File: src/rtl/data_out_merge.sv
// data_out_merge: merges two ap_vld/ap_ack streams into one output stream.
// The two inputs are served round-robin in bursts of BURST_LEN words. A burst
// is released early once the granted input has been idle for IDLE_TIMEOUT
// cycles. Accepted words pass through a 2-entry output FIFO.
// Optional macro DATA_OUT_MERGE_STATS_EN adds per-input transfer counters and
// a count of bursts that ended by timeout.
module data_out_merge #(
  parameter int DATA_BITS    = 32,
  parameter int BURST_LEN    = 4,
  parameter int IDLE_TIMEOUT = 8
) (
  input  logic                 ap_clk,
  input  logic                 ap_rst,
  input  logic                 ap_start,
  output logic                 ap_idle,
  output logic                 ap_done,
  output logic                 ap_ready,
  input  logic [DATA_BITS-1:0] Input_1_V_V,
  input  logic                 Input_1_V_V_ap_vld,
  output logic                 Input_1_V_V_ap_ack,
  input  logic [DATA_BITS-1:0] Input_2_V_V,
  input  logic                 Input_2_V_V_ap_vld,
  output logic                 Input_2_V_V_ap_ack,
  output logic [DATA_BITS-1:0] Output_1_V_V,
  output logic                 Output_1_V_V_ap_vld,
  input  logic                 Output_1_V_V_ap_ack
`ifdef DATA_OUT_MERGE_STATS_EN
  ,
  output logic [31:0]          stat_cnt_1,
  output logic [31:0]          stat_cnt_2,
  output logic [15:0]          stat_timeout
`endif
);

  localparam int BW = $clog2(BURST_LEN + 1);
  localparam int IW = $clog2(IDLE_TIMEOUT + 1);
  // Counter values seen in the cycle that completes a burst / a timeout.
  localparam logic [BW-1:0] BURST_LAST = BW'(BURST_LEN - 1);
  localparam logic [IW-1:0] IDLE_LAST  = IW'(IDLE_TIMEOUT - 1);

  typedef enum logic [1:0] {IDLE, GRANT1, GRANT2} state_t;

  state_t         state_reg, state_next;
  logic           rr_next_reg, rr_next_next;   // 0: input 1 next, 1: input 2 next
  logic [BW-1:0]  burst_cnt_reg, burst_cnt_next;
  logic [IW-1:0]  idle_cnt_reg, idle_cnt_next;

  logic [DATA_BITS-1:0] buf_mem [2];
  logic                 wr_ptr_reg, rd_ptr_reg;
  logic [1:0]           count_reg;

  logic                 xfer_1, xfer_2, push, pop;
  logic                 grant_vld, other_vld;
  logic                 burst_end, timeout_end;
  logic [DATA_BITS-1:0] push_data;

  // Acks depend only on registered state, never on the downstream ack.
  assign Input_1_V_V_ap_ack = ap_start && (state_reg == GRANT1) && (count_reg != 2'd2);
  assign Input_2_V_V_ap_ack = ap_start && (state_reg == GRANT2) && (count_reg != 2'd2);

  assign xfer_1    = Input_1_V_V_ap_ack && Input_1_V_V_ap_vld;
  assign xfer_2    = Input_2_V_V_ap_ack && Input_2_V_V_ap_vld;
  assign push      = xfer_1 || xfer_2;
  assign push_data = xfer_1 ? Input_1_V_V : Input_2_V_V;
  assign pop       = (count_reg != 2'd0) && Output_1_V_V_ap_ack;

  assign Output_1_V_V_ap_vld = (count_reg != 2'd0);
  assign Output_1_V_V        = (count_reg != 2'd0) ? buf_mem[rd_ptr_reg] : '0;
  assign ap_idle             = (state_reg == IDLE) && (count_reg == 2'd0);
  assign ap_done             = burst_end;
  assign ap_ready            = burst_end;

  // Arbitration next-state: grant selection, burst/idle counting, release.
  always_comb begin
    state_next     = state_reg;
    rr_next_next   = rr_next_reg;
    burst_cnt_next = burst_cnt_reg;
    idle_cnt_next  = idle_cnt_reg;
    burst_end      = 1'b0;
    timeout_end    = 1'b0;
    grant_vld      = (state_reg == GRANT1) ? Input_1_V_V_ap_vld : Input_2_V_V_ap_vld;
    other_vld      = (state_reg == GRANT1) ? Input_2_V_V_ap_vld : Input_1_V_V_ap_vld;
    case (state_reg)
      IDLE: begin
        if (ap_start) begin
          if (Input_1_V_V_ap_vld && Input_2_V_V_ap_vld)
            state_next = rr_next_reg ? GRANT2 : GRANT1;
          else if (Input_1_V_V_ap_vld)
            state_next = GRANT1;
          else if (Input_2_V_V_ap_vld)
            state_next = GRANT2;
        end
      end
      GRANT1, GRANT2: begin
        // With ap_start low the grant and both counters are frozen.
        if (ap_start) begin
          if (push) begin
            burst_cnt_next = burst_cnt_reg + BW'(1);
            idle_cnt_next  = '0;
            burst_end      = (burst_cnt_reg == BURST_LAST);
          end else if (!grant_vld) begin
            idle_cnt_next = idle_cnt_reg + IW'(1);
            timeout_end   = (idle_cnt_reg == IDLE_LAST);
            burst_end     = timeout_end;
          end
          if (burst_end) begin
            burst_cnt_next = '0;
            idle_cnt_next  = '0;
            rr_next_next   = (state_reg == GRANT1);
            if (other_vld)
              state_next = (state_reg == GRANT1) ? GRANT2 : GRANT1;
            else if (grant_vld)
              state_next = state_reg;
            else
              state_next = IDLE;
          end
        end
      end
      default: state_next = IDLE;
    endcase
  end

  // Arbitration state register.
  always_ff @(posedge ap_clk or posedge ap_rst) begin
    if (ap_rst) begin
      state_reg     <= IDLE;
      rr_next_reg   <= 1'b0;
      burst_cnt_reg <= '0;
      idle_cnt_reg  <= '0;
    end else begin
      state_reg     <= state_next;
      rr_next_reg   <= rr_next_next;
      burst_cnt_reg <= burst_cnt_next;
      idle_cnt_reg  <= idle_cnt_next;
    end
  end

  // FIFO storage; contents are don't-care while empty, so no reset needed.
  always_ff @(posedge ap_clk) begin
    if (push) buf_mem[wr_ptr_reg] <= push_data;
  end

  // FIFO pointers and occupancy; reset discards any held words.
  always_ff @(posedge ap_clk or posedge ap_rst) begin
    if (ap_rst) begin
      wr_ptr_reg <= 1'b0;
      rd_ptr_reg <= 1'b0;
      count_reg  <= 2'd0;
    end else begin
      if (push) wr_ptr_reg <= ~wr_ptr_reg;
      if (pop)  rd_ptr_reg <= ~rd_ptr_reg;
      case ({push, pop})
        2'b10:   count_reg <= count_reg + 2'd1;
        2'b01:   count_reg <= count_reg - 2'd1;
        default: count_reg <= count_reg;
      endcase
    end
  end

`ifdef DATA_OUT_MERGE_STATS_EN
  // Transfer counters wrap; timeout counter saturates.
  always_ff @(posedge ap_clk or posedge ap_rst) begin
    if (ap_rst) begin
      stat_cnt_1   <= '0;
      stat_cnt_2   <= '0;
      stat_timeout <= '0;
    end else begin
      if (xfer_1) stat_cnt_1 <= stat_cnt_1 + 32'd1;
      if (xfer_2) stat_cnt_2 <= stat_cnt_2 + 32'd1;
      if (timeout_end && (stat_timeout != 16'hFFFF)) stat_timeout <= stat_timeout + 16'd1;
    end
  end
`endif

endmodule

File: config.mk
export PLATFORM = sky130hd
export DESIGN_NAME = data_out_merge
export DESIGN_NICKNAME = d
export VERILOG_FILES = /design/src/rtl/data_out_merge.sv
export SDC_FILE = /design/constraint.sdc
export NUM_CORES = 1
export LEC_CHECK = 0
export ABC_CLOCK_PERIOD_IN_PS = 3550
export BUFFER_PORTS_ARGS = -buffer_cell sky130_fd_sc_hd__buf_2
export CAP_MARGIN = 20
export CORE_AREA = 3 3 108 110
export CTS_CLUSTER_SIZE = 16
export DETAILED_ROUTE_END_ITERATION = 10
export DIE_AREA = 0 0 111 113
export PLACE_DENSITY = 0.68
export SETUP_SLACK_MARGIN = 0.15
export SYNTH_ARGS = -nofsm -noshare
export SYNTH_HDL_FRONTEND = slang
export SYNTH_SLANG_ARGS = --single-unit
export TNS_END_PERCENT = 100
File: constraint.sdc
create_clock -name ap_clk -period 3.55 [get_ports ap_clk]
set_clock_uncertainty 0.2 [all_clocks]
set_input_delay 0.5325 -clock ap_clk [delete_from_list [all_inputs] [get_ports ap_clk]]
set_output_delay 0.5325 -clock ap_clk [all_outputs]
set_load 0.01 [all_outputs]
**Word level (Yosys, flattened, before mapping)**

Memories as Yosys holds them, arrays and structs flattened.
Index checks and enable logic that the tools add are counted.

- Memories kept: 1
- Logic and storage cells: 76
- Bits in writable memories: 64
- Output and inout port bits: 38
- Input port bits: 70
- Register bits after elaboration: 14

Memory list:

| memory | words | width | read ports | clocked after memory_dff | write ports | line | RTL |
|---|---|---|---|---|---|---|---|
| buf_mem | 2 | 32 | 1 | 0 | 1 | 48 | `logic [DATA_BITS-1:0] buf_mem [2];` |

- Reductions and logical operators: 20
- Equality and inequality tests: 13
- Mux-type cells: 29
- Bitwise operators: 2
- $add $sub $neg: 4

Operators with widths:

| operator | count |
|---|---|
| two-way mux 32 bit | 2 |
| two-way mux 2 bit | 10 |
| two-way mux 4 bit | 3 |
| two-way mux 1 bit | 10 |
| logical AND 1 bit | 9 |
| AND reduction 3 bit | 3 |
| inequality test 2 bit, second input constant | 4 |
| case mux 2 bit (2 select lines) | 2 |
| two-way mux 3 bit | 2 |
| nonzero test 2 bit | 3 |
| AND reduction 5 bit | 1 |
| adder 4 x 1 -> 4 bit, second input constant | 1 |
| equality test 2 x 1 -> 1 bit, second input constant | 2 |
| equality test 2 bit, second input constant | 2 |
| equality test 4 x 3 -> 1 bit, second input constant | 1 |
| zero test 2 bit | 2 |
| inequality test 4 x 3 -> 1 bit, second input constant | 1 |
| adder 3 x 1 -> 3 bit, second input constant | 1 |
| equality test 3 x 2 -> 1 bit, second input constant | 1 |
| inequality test 3 x 2 -> 1 bit, second input constant | 1 |
| inequality test 3 bit, second input constant | 1 |
| adder 2 x 1 -> 2 bit, second input constant | 1 |
| NOT 1 bit | 2 |
| OR reduction 2 bit | 1 |
| other kinds (2) | 2 |

**Logic depth before layout (Yosys ltp)**

- Depth after elaboration: 11
- Depth in mapped cells: 10
- Mapped depth without buffers: 9

**Worst setup path after synthesis**

Ideal clock, no wire load.

- Kind: flip-flop to flip-flop
- Start: register state_reg[1]
- End: memory buf_mem[0][0], enable pin
- Data required time: 2929 ps
- Cell stages (with the launch flop): 8
- Slack: 420 ps
- Arrival: 2509 ps
- Buffers on the path: 1
- Cells stage by stage: dfrtp_1 inv_1 ha_1 buf_2 a22o_1 and3_4 inv_2 nor2_1

- Longest elaborated chain between the ends: 7
- Elaborated cells on any way between the ends: 11
- Those cells by class: eq/ne: 2; mux: 2; reduce/logical: 7

Ends and longest elaborated chain:

| item | line | RTL |
|---|---|---|
| start, declared | 43 | `state_t state_reg, state_next;` |
| start signal, assigned | 131 | `state_reg <= state_next;` |
| equality test 2 x 1 -> 1 bit / equality test 2 bit (equally long branches) | 58, 59 |  |
| logical AND 1 bit (on tied branches) (2 in a row) | 58, 59 |  |
| logical AND 1 bit (on tied branches) | 61, 62 |  |
| logical OR 1 bit (*) | 63 | `assign push = xfer_1 \|\| xfer_2;` |
| two-way mux 1 bit (*) | 140 | `if (push) buf_mem[wr_ptr_reg] <= push_data;` |
| two-way mux 1 bit (implied by the code) (*) | 140 |  |
| end, declared | 48 |  |

Mark *: on every way between the ends. The rest lies on a longest branch, timed or not.

**Worst setup path after layout**

- Start: register state_reg[1]
- End: output port ap_ready

- Longest elaborated chain between the ends: 10
- Elaborated cells on any way between the ends: 17
- Those cells by class: eq/ne: 2; mux: 7; reduce/logical: 8

Ends and longest elaborated chain:

| item | line | RTL |
|---|---|---|
| equality test 2 x 1 -> 1 bit / equality test 2 bit (equally long branches) | -- |  |
| logical AND 1 bit (on tied branches) (2 in a row) | 58, 59 |  |
| logical AND 1 bit (on tied branches) | 61, 62 |  |
| logical OR 1 bit | 63 |  |
| two-way mux 1 bit | 97 | `if (push) begin` |
| two-way mux 1 bit | 96 | `if (ap_start) begin` |
| two-way mux 1 bit | 83 | `case (state_reg)` |
| two-way mux 1 bit | 96 |  |
| two-way mux 1 bit (*) | 83 |  |
| end, declared | 17 | `output logic ap_ready,` |

Mark *: on every way between the ends. The rest lies on a longest branch, timed or not. The select of a mux whose other input is x is not followed.

==> flow_summary.yaml <==
timing:
  fin_crit_sh: 0.794
  max_slew_margin: 0.360
  rsz0062_at_grt: "false"
  fin_hold_ws_ps: 41.6
  clock.fmax_ghz: 0.355
  period_needed_ps: 2820
  finalSetupViolCount: 0
  drv_slew: 0
  finalHoldViolations: 0
  tightest_slew_ps: 961
  setup_tns_ps: 0
clock_tree:
  cts.clk_slew.worst_paths_ps: 80
  cts_root_buf: "clkbuf_8"
  cts_resized: 0
  holdBufCountCts: 0
  insertion_delay_ps: 340
  cts_max_path_buffers: 2
  postCtsSetupBuffers: 0
  cts.htree.levels: 3
  cts_buffers: 9
  clkSinkCount: 78
  cts_tree: "built"
route:
  drtPass1Iterations: 4
  via_per_inst: 4.74
  wl_per_cell_um: 14.3
  vias: 2505
  antenna_left: 0
  drc: 0
  drt_iter0_drc: 75
  routed_wl_um: 7530
floorplanning:
  die_x_um: 111
  dieHeight_um: 113
  initial_core_util: 0.344
  dieArea_um2: 12500
  row_count: 38
  fp.coreArea_um2: 10800
  ioPinCount: 108
grt:
  grt_pass1_vias: 2602
  grt_max_degree: 34
  grt_use_total: 0.125
  antenna_found_initial: 1
  grt-ovfl-total: 0
  grt_pass1_wl_um: 12400
worst_setup_path:
  criticalPathCategory: "reg2out"
  arrival_ps: 2080
  r2r-start: "state_reg[1]"
  timing.rr.end: "buf_mem[1][19]"
  critPathLaunchType: "flip-flop"
  ff2ff_setup_slack_ps: 1150
  worstPathMaxFanout: 9
  r2r_cells: 7
  required_ps: 2820
  endpoint_kind: "primary output"
final_layout:
  final_core_util: 0.432
  largest_reg_flops: 64
  instances_no_fill: 528
  seqCellArea_um2: 2270
  diodes: 0
  syn2layout_area_growth_pct: 25.5
  num-fill-cells: 1011
  layout-drive-gt1-share: 0.448
  nets: 461
  multiInputGateArea_um2: 1360
yosys:
  synth_top_area_frac: 0.518
  syn_nets: 351
  synth_ff_type: "edfxtp_1"
  ys.warnings.count: 0
  avgSynthCellArea_um2: 13.6
  synthesis.area_um2: 3710
  ys_seq_area_frac: 0.612
  yosys-top-cells-count: "edfxtp_1, nor2_1, mux2_2"
  synth_area_leaders: "edfxtp_1, mux2_2, dfrtp_1"
  synth_cell_types: 37
  async_reset_ff_frac: 0.179
  synth_edf_count: 64
  ys_ff_latch: 78
  yosysMostFrequentCell: "edfxtp_1"
  synth_cells: 273
  yosys.area.top_type: "edfxtp_1"
power_and_ir_drop:
  finalPower_mw: 3.30
  ir_worst_vdd_mv: 0.310
  leakagePower_nw: 2.00
  p_per_area_nw_per_um2: 708
placed_design:
  gp_congestion: 0.726
  io_buffers: 107
  dp.cells: 512
  post-dp-hpwl_um: 5290
worst_hold_path:
  hp-class: "in2async"
run:
  maxCapViolations: 0
run_status:
  status: "finished, final reports clean"
==> critical path: stages, from the launching register on <==
cell and delay [ps]:
dfrtp_1 420, inv_1 90, ha_1 320, nand2b_1 190, and4b_1 240, a22oi_2 100
nor2_1 220, buf_2 180
==> placed cells by master (no fill, tap or decap), drive strengths merged, types with 3 or more instances in the layout <==
cell type	count
nor2	43
edfxtp	64
nand2b	3
o21ai	5
dfrtp	14
and2	3
buf	112
and3	4
a21oi	3
nand2	8
bufinv	3
clkbuf	10
inv	11
mux2	37
mux2i	33
xnor2	3
ha	8
==> area by class of cell <==
type	instances	share of cell area
timing repair buffer	112	0.123
multi-input combinational	171	0.292
clock buffer	10	0.0274
sequential	78	0.488
inverter	11	0.00886
tap	140	0.0376
clock inverter	6	0.0236
==> power by group <==
part / switching, mW / internal (mW) / total (mW)
clock: 0.316 / 0.466 / 0.782
sequential: 0.170 / 1.16 / 1.33
combinational: 0.630 / 0.560 / 1.19
total: 1.12 / 2.18 / 3.30
==> cell families after synthesis <==
| family | Yosys count | synth area share |
|---|---|---|
| AOI/OAI and AO/OA | 17 | 0.0310 |
| and+or+nand+nor | 71 | 0.0893 |
| adders and majority gates | 8 | 0.0270 |
| xor gates and xnor gates | 5 | 0.0118 |
| muxes | 70 | 0.201 |
| buffers and inverters | 24 | 0.0280 |
| DFF | 78 | 0.612 |
==> metal layers <==
layer,share of wire,global-route usage
met5,0.0017,0
met1,0.41,0.145
met3,0.072,0.0508
met2,0.51,0.214
met4,0.010,0.0361
==> stage by stage <==
| step | cell area, um2 | setup slack, ps |
|---|---|---|
| finish | 4660 | 733 |
| global route | 4660 | 539 |
| CTS | 4660 | 731 |
| detailed placement | 4420 | 1120 |
| global placement | 4420 | 1250 |
| floorplan | 3710 | 420 |
==> worst max path at each step <==
stage / end / slack, ps / from
2_1_floorplan: buf_mem[0][0] / 420 / state_reg[1]
3_3_place_gp: ap_ready / 1250 / state_reg[1]
3_5_place_dp: ap_ready / 1120 / state_reg[1]
4_1_cts: ap_ready / 730 / state_reg[1]
5_1_grt: ap_ready / 540 / state_reg[1]
6_report: ap_ready / 730 / state_reg[1]
(Power assumes the default switching activity.)
